$ cat config.mk
export PLATFORM = sky130hd
export DESIGN_NAME = fb_scanout
export DESIGN_NICKNAME = d
export VERILOG_FILES = /design/src/rtl/fb_scanout.sv
export SDC_FILE = /design/constraint.sdc
export NUM_CORES = 1
export LEC_CHECK = 0
export BUFFER_PORTS_ARGS = -buffer_cell sky130_fd_sc_hd__buf_4
export CAP_MARGIN = 20
export CELL_PAD_IN_SITES_DETAIL_PLACEMENT = 2
export CELL_PAD_IN_SITES_GLOBAL_PLACEMENT = 2
export CORE_UTILIZATION = 33
export CTS_CLUSTER_SIZE = 25
export DETAILED_ROUTE_END_ITERATION = 8
export PLACE_DENSITY_LB_ADDON = 0.25
export RECOVER_POWER = 25
export SLEW_MARGIN = 20
export SYNTH_ARGS = -nofsm -noshare
export SYNTH_HDL_FRONTEND = slang
export SYNTH_SLANG_ARGS = --single-unit
$ cat constraint.sdc
create_clock -name clk -period 5.8 [get_ports clk]
set_input_delay 0 -clock clk [delete_from_list [all_inputs] [get_ports clk]]
set_output_delay 0 -clock clk [all_outputs]
set_load 0.1 [all_outputs]
$ cat src/rtl/fb_scanout.sv
// ---------------------------------------------------------------------------
// fb_scanout
//
// Scans a 1bpp framebuffer out of memory and streams it as one pixel per
// cycle in raster order.  Pixel (x,y) lives in byte base + y*PITCH + x/8,
// bit x%8, so a little-endian 32-bit word holds 32 consecutive pixels of a
// row with bit i = pixel (x%32 == i).  Rows are contiguous (PITCH equals the
// row size in bytes), which lets the fetch address simply advance by one
// word after every emitted word.
//
// The block fetches one word, emits its 32 pixels, then fetches the next.
// Fetch and emit never overlap and at most one read is outstanding.
//
// Optional feature (macro FB_SCANOUT_CRC_EN):
//   defined     -> frame_crc carries a CRC-32 (poly 0x04C11DB7, init all-ones,
//                  MSB-first, one bit per accepted pixel, final inversion),
//                  captured when the last pixel of the frame is accepted.
//   not defined -> frame_crc is tied to zero and no CRC logic exists.
//
// Ports
//   clk            in   clock, all state on the rising edge
//   rst_n          in   asynchronous active-low reset
//   start          in   pulse: scan one frame (ignored unless idle)
//   fb_base        in   framebuffer byte base, sampled on accepted start
//   busy           out  scan in progress (fetching or emitting)
//   done           out  one-cycle pulse after the last pixel is accepted
//   mem_req_valid  out  word read request
//   mem_req_ready  in   memory accepts the request
//   mem_req_addr   out  4-aligned byte address of the requested word
//   mem_rsp_valid  in   read data return
//   mem_rsp_data   in   returned word
//   pix_valid      out  pixel available
//   pix_ready      in   consumer accepts the pixel
//   pix_data       out  pixel value
//   pix_x / pix_y  out  pixel column / row
//   pix_sof        out  first pixel of the frame
//   pix_eol        out  last pixel of a row
//   pix_eof        out  last pixel of the frame
//   frame_crc      out  CRC of the last completed frame (zero when disabled)
// ---------------------------------------------------------------------------
module fb_scanout #(
    parameter int FB_WIDTH  = 64,
    parameter int FB_HEIGHT = 64,
    parameter int ADDR_W    = 32
) (
    input  logic              clk,
    input  logic              rst_n,
    input  logic              start,
    input  logic [ADDR_W-1:0] fb_base,
    output logic              busy,
    output logic              done,
    output logic              mem_req_valid,
    input  logic              mem_req_ready,
    output logic [ADDR_W-1:0] mem_req_addr,
    input  logic              mem_rsp_valid,
    input  logic [31:0]       mem_rsp_data,
    output logic              pix_valid,
    input  logic              pix_ready,
    output logic              pix_data,
    output logic [15:0]       pix_x,
    output logic [15:0]       pix_y,
    output logic              pix_sof,
    output logic              pix_eol,
    output logic              pix_eof,
    output logic [31:0]       frame_crc
);

    typedef enum logic [2:0] {
        S_IDLE,
        S_REQ,
        S_WAIT,
        S_EMIT,
        S_DONE
    } state_t;

    localparam logic [15:0]       X_MAX      = 16'(FB_WIDTH - 1);
    localparam logic [15:0]       Y_MAX      = 16'(FB_HEIGHT - 1);
    localparam logic [ADDR_W-1:0] WORD_BYTES = ADDR_W'(4);
    localparam logic [ADDR_W-1:0] ALIGN_MASK = ~ADDR_W'(3);

    state_t            state_q, state_d;
    logic [ADDR_W-1:0] addr_q, addr_d;         // address of the word being fetched/emitted
    logic              outstanding_q, outstanding_d;
    logic [31:0]       sr_q, sr_d;             // pixel shift register, LSB is the current pixel
    logic [4:0]        bit_q, bit_d;           // pixel index inside the current word
    logic [15:0]       x_q, x_d;
    logic [15:0]       y_q, y_d;

    logic start_fire;
    logic pix_fire;
    logic last_x;
    logic last_y;
    logic word_last;
    logic frame_last;

    assign start_fire = (state_q == S_IDLE) && start;
    assign pix_fire   = (state_q == S_EMIT) && pix_ready;
    assign last_x     = (x_q == X_MAX);
    assign last_y     = (y_q == Y_MAX);
    assign word_last  = (bit_q == 5'd31);
    // FB_WIDTH is a multiple of 32, so the frame's last pixel is always the
    // last bit of a word.
    assign frame_last = pix_fire && word_last && last_x && last_y;

    // -----------------------------------------------------------------------
    // Next-state logic
    // -----------------------------------------------------------------------
    always_comb begin
        // NOTE: every signal gets its hold value first so no path leaves it
        // unassigned, which would otherwise infer a latch.
        state_d       = state_q;
        addr_d        = addr_q;
        outstanding_d = outstanding_q;
        sr_d          = sr_q;
        bit_d         = bit_q;
        x_d           = x_q;
        y_d           = y_q;

        case (state_q)
            S_IDLE: begin
                if (start_fire) begin
                    state_d = S_REQ;
                    addr_d  = fb_base & ALIGN_MASK;
                    x_d     = '0;
                    y_d     = '0;
                    bit_d   = '0;
                end
            end

            S_REQ: begin
                // valid and address are held by staying here until ready.
                if (mem_req_ready) begin
                    state_d       = S_WAIT;
                    outstanding_d = 1'b1;
                end
            end

            S_WAIT: begin
                // Only a response matching our outstanding read is taken;
                // anything arriving in another state is simply ignored.
                if (mem_rsp_valid && outstanding_q) begin
                    state_d       = S_EMIT;
                    outstanding_d = 1'b0;
                    sr_d          = mem_rsp_data;
                    bit_d         = '0;
                end
            end

            S_EMIT: begin
                if (pix_ready) begin
                    sr_d  = {1'b0, sr_q[31:1]};
                    bit_d = bit_q + 5'd1;
                    if (last_x) begin
                        x_d = '0;
                        y_d = last_y ? 16'd0 : y_q + 16'd1;
                    end else begin
                        x_d = x_q + 16'd1;
                    end
                    if (word_last) begin
                        addr_d  = addr_q + WORD_BYTES;
                        state_d = frame_last ? S_DONE : S_REQ;
                    end
                end
            end

            S_DONE: begin
                state_d = S_IDLE;
            end

            default: begin
                state_d = S_IDLE;
            end
        endcase
    end

    // -----------------------------------------------------------------------
    // State registers
    // -----------------------------------------------------------------------
    always_ff @(posedge clk or negedge rst_n) begin
        if (!rst_n) begin
            // NOTE: the datapath registers are reset too (not just the FSM)
            // because every output, including pixel position, must read 0.
            state_q       <= S_IDLE;
            addr_q        <= '0;
            outstanding_q <= 1'b0;
            sr_q          <= '0;
            bit_q         <= '0;
            x_q           <= '0;
            y_q           <= '0;
        end else begin
            // NOTE: non-blocking assignments so every flop samples the
            // pre-edge value of its neighbours.
            state_q       <= state_d;
            addr_q        <= addr_d;
            outstanding_q <= outstanding_d;
            sr_q          <= sr_d;
            bit_q         <= bit_d;
            x_q           <= x_d;
            y_q           <= y_d;
        end
    end

    // -----------------------------------------------------------------------
    // Outputs (all decoded from registered state, so they are stable while
    // a handshake is stalled)
    // -----------------------------------------------------------------------
    assign busy          = (state_q == S_REQ) || (state_q == S_WAIT) || (state_q == S_EMIT);
    assign done          = (state_q == S_DONE);
    assign mem_req_valid = (state_q == S_REQ);
    assign mem_req_addr  = mem_req_valid ? addr_q : '0;
    assign pix_valid     = (state_q == S_EMIT);
    assign pix_data      = pix_valid & sr_q[0];
    assign pix_x         = x_q;
    assign pix_y         = y_q;
    assign pix_sof       = pix_valid && (x_q == 16'd0) && (y_q == 16'd0);
    assign pix_eol       = pix_valid && last_x;
    assign pix_eof       = pix_valid && last_x && last_y;

    // -----------------------------------------------------------------------
    // Optional frame CRC
    // -----------------------------------------------------------------------
`ifdef FB_SCANOUT_CRC_EN
    localparam logic [31:0] CRC_POLY = 32'h04C1_1DB7;

    logic [31:0] crc_q, crc_d;
    logic [31:0] frame_crc_q, frame_crc_d;

    // One MSB-first CRC-32 step for a single pixel bit.
    function automatic logic [31:0] crc_step(input logic [31:0] c, input logic b);
        return {c[30:0], 1'b0} ^ ((c[31] ^ b) ? CRC_POLY : 32'h0);
    endfunction

    always_comb begin
        crc_d       = crc_q;
        frame_crc_d = frame_crc_q;
        if (start_fire) begin
            crc_d = 32'hFFFF_FFFF;
        end else if (pix_fire) begin
            crc_d = crc_step(crc_q, sr_q[0]);
            // Captured on the last accepted pixel so it is valid while done pulses.
            if (frame_last) begin
                frame_crc_d = ~crc_d;
            end
        end
    end

    always_ff @(posedge clk or negedge rst_n) begin
        if (!rst_n) begin
            crc_q       <= '0;
            frame_crc_q <= '0;
        end else begin
            crc_q       <= crc_d;
            frame_crc_q <= frame_crc_d;
        end
    end

    assign frame_crc = frame_crc_q;
`else
    assign frame_crc = 32'h0;
`endif

endmodule

==> results of run 1 <==
## final timing paths
check | end | slack (ns) | cells after the start
worst max-delay path | pix_eof | 2.78 | 5
worst min-delay path | sr_q[20] | -0.007 | 3
worst max register to register | pix_y[12] | 2.90 | 5
worst min register to register | sr_q[30] | 0.50 | 2
max in group asynchronous | pix_x[0] | 2.96 | 3
min in group asynchronous | addr_q[14] | 0.92 | 2
## stage by stage
stage,hold WS (ns),std cells,power [mW]
after floorplan,-0.296,773,2.76
after global placement,0.0230,1068,3.14
after detailed placement,0.0321,1068,3.26
after CTS,0.00482,1136,3.93
after global routing,0.0139,1137,4.16
final,-0.00707,1137,3.93
## logic make-up after synthesis
| family | count (synthesis) |
|---|---|
| other | 1 |
| DFF | 103 |
| muxes | 34 |
| and+or+nand+nor | 299 |
| AOI/OAI and AO/OA | 196 |
| adders and majority gates | 7 |
| buffers and inverters | 94 |
| xor gates and xnor gates | 6 |
## Yosys cell counts, drive strengths merged (2+ instances only)
library cell / number
a211oi: 3
a21o: 6
a21oi: 44
a22oi: 2
a2bb2oi: 5
a311oi: 2
a31o: 2
a31oi: 8
a32oi: 4
a41o: 2
and2: 36
and3: 7
and4: 4
buf: 53
clkbuf: 27
dfrtp: 103
ha: 7
inv: 14
mux2i: 34
nand2: 90
nand2b: 6
nand3: 38
nand4: 18
nand4b: 2
nor2: 40
nor2b: 2
nor3: 22
nor3b: 3
nor4: 15
o21ai: 87
o22a: 3
o22ai: 13
o31ai: 4
o41ai: 3
or3: 6
or4: 4
xor2: 5
## flip-flops by register name (all words and copies together), names as in the netlist
register,count
addr_q,30
bit_q,5
outstanding_q,1
pix_x,16
pix_y,16
sr_q,32
state_q,3
## report_power, final
group	total, mW	internal, mW	switching [mW]
combinational	2.08	0.589	1.49
clock	0.620	0.301	0.319
sequential	1.22	0.959	0.266
## tightest hold or removal path: stages
cell     delay (ns)
buf_4          0.08
mux2i_1        0.06
o21ai_0        0.18
## per-layer routing
metal  vias to the layer above  global-route usage  routed length [µm]
met3                        25              0.0327                 776
li1                       2921                   -                   -
met4                         0              0.0677                 367
met1                      3160               0.288                9880
met2                       138               0.414               11400
met5                         -                   0                   0
## final cells by class
class                   count  area, µm²  share of cell area
flip-flops and latches    103       2580               0.320
well taps                 234        293              0.0363
multi-input cells         576       3340               0.415
inverters                  14       53.8             0.00668
clock inverters             7       62.6             0.00777
repair buffers            194       1510               0.187
clock buffers               9        225              0.0280
## timing repair
item | in CTS | in global routing
hold buffers | 52 | 0
resized for setup | 0 | 0
endpoints found under the hold margin | 93 | 0
buffers inserted | 0 | 0
==> impl_metrics.json, run 1 <==
{
  "synth-seq-cells": 103,
  "clock_sinks": 103,
  "synth_compound_area_frac": 0.184,
  "postSynth.asyncResetShare": 1.00,
  "remaining_drc_errors": 0,
  "drt-initial-drc-count": 258,
  "tightest_slew_ns": 2.43,
  "yosys-mux-area-fraction": 0.0543,
  "dpl_worst_slack_ns": 2.63,
  "cts_tree": "built",
  "drive_above_1_share": 0.162,
  "maxCapViolCount": 1,
  "hp-class": "in2reg",
  "timing.setup.tns_ns": 0,
  "worstPathCellList": "ha_1, or4bb_1, nor4_4, and3_1, buf_4",
  "final_cell_mix": "buf_4 (112), dfrtp_1 (103), nand2_1 (89), o21ai_0 (85), dlygate4sd3_1 (52)",
  "skew_ns": 0.00826,
  "crit-reg2reg-launch": "pix_x[8]",
  "crit_fanout": 13,
  "start_util": 0.336,
  "arrival_ns": 3.02,
  "io_pins": 174,
  "grt_pass1_vias": 6821,
  "core_area_mm2": 0.0186,
  "synth_xor_area_frac": 0.00838,
  "startpoint": "pix_y[1]",
  "grt_max_degree": 90,
  "hp-start": "mem_rsp_data[20]",
  "clockRootBuffer": "clkbuf_16",
  "routed_wirelength_um": 22400,
  "clock_latency_ns": 0.36,
  "synth_top_area_frac": 0.411,
  "p_per_area_mw_per_mm2": 487,
  "syn-cell-area_mm2": 0.00627,
  "setup_viol": 0,
  "synth-edff-count": 0,
  "syn_to_final_growth_pct": 28.4,
  "htreeDepth": 3,
  "worst_ep_required_time_ns": 5.80,
  "synth.area.top_cells": "dfrtp_1 (41%), o21ai_0 (6.8%), mux2i_1 (5.4%)",
  "clock.fmax_mhz": 331,
  "violations": "negative hold slack, max-capacitance violations, max-slew violations",
  "antenna_found_initial": 0,
  "diodes": 0,
  "vias": 6244,
  "cts.reportedPaths.clkPinSlew_ns": 0.08,
  "grt_usage": 0.231,
  "cts_buffer_depth": 2,
  "port_buffers": 137,
  "grt_pass1_wl_um": 36100,
  "maxSlewViolCount": 44,
  "syn_area_per_cell_um2": 8.48,
  "finalHoldViolCount": 2,
  "final_nets": 975,
  "p_leak_nw": 3.54,
  "final_area_mm2": 0.00806,
  "worst_slack_ns": 2.78,
  "period_minus_slack_ns": 3.02,
  "grt_setup_unrepaired": "false",
  "finalCritPeriodShare": 0.521,
  "post-route-util": 0.432,
  "layout_commonest_cell": "buf_4",
  "synth-simple-area-share": 0.248,
  "synth_fa_ha_area_frac": 0.0140,
  "die_w_um": 140,
  "cp_top_family": "simple AND/OR/NAND/NOR gates",
  "dieHeight_um": 140,
  "synth.distinct_cells": 63,
  "critPathKind": "reg2out",
  "antenna_left": 0,
  "synth_sequential_area_ratio": 0.411,
  "num_rows": 50,
  "slowest_delay_ns": 0.64,
  "crit_buf_inv": 1,
  "via_per_inst": 5.49,
  "worst_hold_slack_ns": -0.00707,
  "synth_top_family_by_area": "simple AND/OR/NAND/NOR gates",
  "synthesis.instances": 740,
  "slew_headroom": -0.620,
  "hpwl_um": 14700,
  "yosys_warnings": 0,
  "routedWlPerCell_um": 19.7,
  "outcome": "complete, but fails checks",
  "synth_ff_type": "dfrtp_1",
  "die_area_mm2": 0.0196,
  "fillCellCount": 2074,
  "yosys.area.top_type": "dfrtp_1",
  "grt_remaining_overflow": 0,
  "startpoint_type": "register",
  "endpoint_kind": "output pin",
  "gp_congestion": 0.826,
  "cp_slowest_cell": "nor4_4",
  "numCtsBuffers": 9,
  "placed_cell_area_mm2": 0.00731,
  "vdd_drop_max_uv": 286,
  "first_pass_iters": 5
}
Power figures use the tool's default switching activity.
==> run 2: changes to the inputs <==
- CORE_UTILIZATION: 33 -> 31
- clock period: 5.8 -> 2.9 ns (I/O delays scaled with it)
==> run 2 against run 1 <==
The flow finishes with violations (max-capacitance violations, max-slew violations). Highest routed layer unchanged. Largest cell class unchanged. Sequential power increased by 100%. Hold slack improved by 0.023 ns. Utilization decreased by 0.61 points. Via count increased by 1.5%. First-iteration DRC count unchanged. Register-to-register slack got worse by 2.7 ns. Critical endpoint is now pix_y[12]. Global-route usage decreased by 0.38 points. Combinational power increased by 100%. Clock skew increased by 0.0024 ns.
==> impl_metrics.json, run 2 (synthesis results as in run 1) <==
{
  "outcome": "complete, but fails checks",
  "violations": "max-capacitance violations, max-slew violations",
  "skew_ns": 0.0107,
  "intPower_mw": 3.76,
  "routedWlPerCell_um": 19.3,
  "clock_latency_ns": 0.36,
  "antenna_left": 0,
  "largest_reg_flops": 32,
  "io_pins": 174,
  "dieHeight_um": 144,
  "gp_congestion": 0.787,
  "vias": 6340,
  "slew_headroom": -0.364,
  "grt_pass1_wl_um": 36800,
  "drt-initial-drc-count": 258,
  "top_register": "sr_q",
  "vdd_drop_max_uv": 389,
  "die_w_um": 144,
  "final_cell_mix": "buf_4 (154), dfrtp_1 (99), nand2_1 (89), o21ai_0 (85), dlygate4sd3_1 (60)",
  "first_pass_iters": 6,
  "switching_share": 0.525,
  "remaining_drc_errors": 0,
  "dp_cells": 1113,
  "cts_buffer_depth": 2,
  "net-switching-power_mw": 4.16,
  "routed_wirelength_um": 23000,
  "final_area_mm2": 0.00837,
  "maxSlewViolCount": 74,
  "layout_commonest_cell": "buf_4",
  "p_per_area_mw_per_mm2": 947,
  "placed_cell_area_mm2": 0.00748,
  "setup_viol": 0,
  "critPathKind": "reg2reg",
  "hp-class": "in2reg",
  "startpoint_type": "register",
  "p_comb_frac": 0.533,
  "die_area_mm2": 0.0208,
  "core_area_mm2": 0.0197,
  "period_minus_slack_ns": 2.68,
  "finalHoldViolCount": 0,
  "htreeDepth": 3,
  "cts_tree": "built",
  "syn_to_final_growth_pct": 33.5,
  "antenna_found_initial": 1,
  "start_util": 0.319,
  "final_nets": 996,
  "numCtsBuffers": 9,
  "cts_resized": 0,
  "cts.reportedPaths.clkPinSlew_ns": 0.08,
  "grt_pass1_vias": 7020,
  "largestRegisters": "sr_q: 32 flops, addr_q: 30 flops",
  "clock.fmax_mhz": 373,
  "timing.setup.tns_ns": 0,
  "endpoint_kind": "register",
  "finalCritPeriodShare": 0.924,
  "grt_max_degree": 74,
  "pwr-share-seq": 0.309,
  "via_per_inst": 5.33,
  "clockRootBuffer": "clkbuf_16",
  "layout.cells.non_filler": 1190,
  "crit_fanout": 11,
  "p_leak_nw": 3.74,
  "maxCapViolCount": 1,
  "drive_above_1_share": 0.209,
  "grt_remaining_overflow": 0,
  "clock_sinks": 103,
  "tightest_slew_ns": 2.05,
  "num_rows": 51,
  "worst_ep_required_time_ns": 3.14,
  "grt_setup_unrepaired": "false",
  "port_buffers": 137,
  "grt_usage": 0.227,
  "clkPwrFrac": 0.158,
  "hpwl_um": 15100,
  "arrival_ns": 2.92
}
==> run 2: changes by cell type in the layout (fill, tap and decap cells not counted), sizes merged <==
cell,previous run,this run
diode,0,1
clkbuf,37,10
clkinvlp,3,1
clkinv,1,3
buf,114,154
dlygate4sd3,52,60
==> run 2: metrics by stage <==
step / hold slack [ns] / power (mW) / setup slack [ns] / utilization
2_1_floorplan: -0.296 / 5.54 / 0.0440 / -
3_3_place_gp: 0.228 / 6.34 / 0.460 / 0.380
3_5_place_dp: 0.236 / 6.60 / 0.340 / 0.380
4_1_cts: 0.00806 / 7.96 / 0.229 / 0.426
5_1_grt: 0.0393 / 8.43 / 0.0891 / 0.426
6_report: 0.0159 / 7.93 / 0.220 / 0.426
==> run 2: timing repair <==
item | in CTS | in global routing
hold endpoints to repair | 129 | 0
endpoints found under the setup margin | 0 | 0
buffers inserted | 0 | 0
hold buffers | 60 | 0
==> run 2: power groups by stage <==
| stage | Combinational, mW | Clock, mW | Sequential [mW] |
|---|---|---|---|
| global route | 4.54 | 1.34 | 2.54 |
| detailed placement | 4.13 | 0 | 2.47 |
| global placement | 3.92 | 0 | 2.41 |
| floorplan | 2.98 | 0 | 2.57 |
| finish | 4.22 | 1.26 | 2.45 |
| CTS | 4.21 | 1.30 | 2.44 |
==> run 2: final cells by class <==
type | count | area, µm²
Sequential cell | 103 | 2580
Antenna cell | 1 | 2.50
Multi-Input combinational cell | 576 | 3340
Clock inverter | 7 | 72.6
Timing Repair Buffer | 215 | 1760
Inverter | 14 | 53.8
Tap cell | 265 | 332
Fill cell | 2242 | 11300
Clock buffer | 9 | 225
==> run 2: final timing paths <==
kind                       startpoint          to  slack (ns)  cells after the start
max                          pix_x[8]   pix_y[12]        0.22                      5
min                        fb_base[4]   addr_q[4]        0.02                      3
max reg2reg                  pix_x[8]   pix_y[12]        0.22                      5
min reg2reg                  sr_q[11]    sr_q[11]        0.49                      2
max in group asynchronous       rst_n    pix_x[0]        0.77                      2
min in group asynchronous       rst_n  addr_q[15]        0.77                      2
==> run 2: routing by layer <==
metal  vias to the layer above  wire [µm]  GRT usage
met4                         0        241     0.0471
met3                        19        828     0.0424
met5                         -          0          0
met1                      3232      10000      0.278
li1                       2961          -          -
met2                       128      11900      0.413
==> run 2: critical path: stages, from the launching register on <==
cell and delay, ns:
dfrtp_1 0.47, nor4_1 0.60, and4_1 0.57, and2_2 0.23, nand2_1 0.25, o41ai_1 0.42
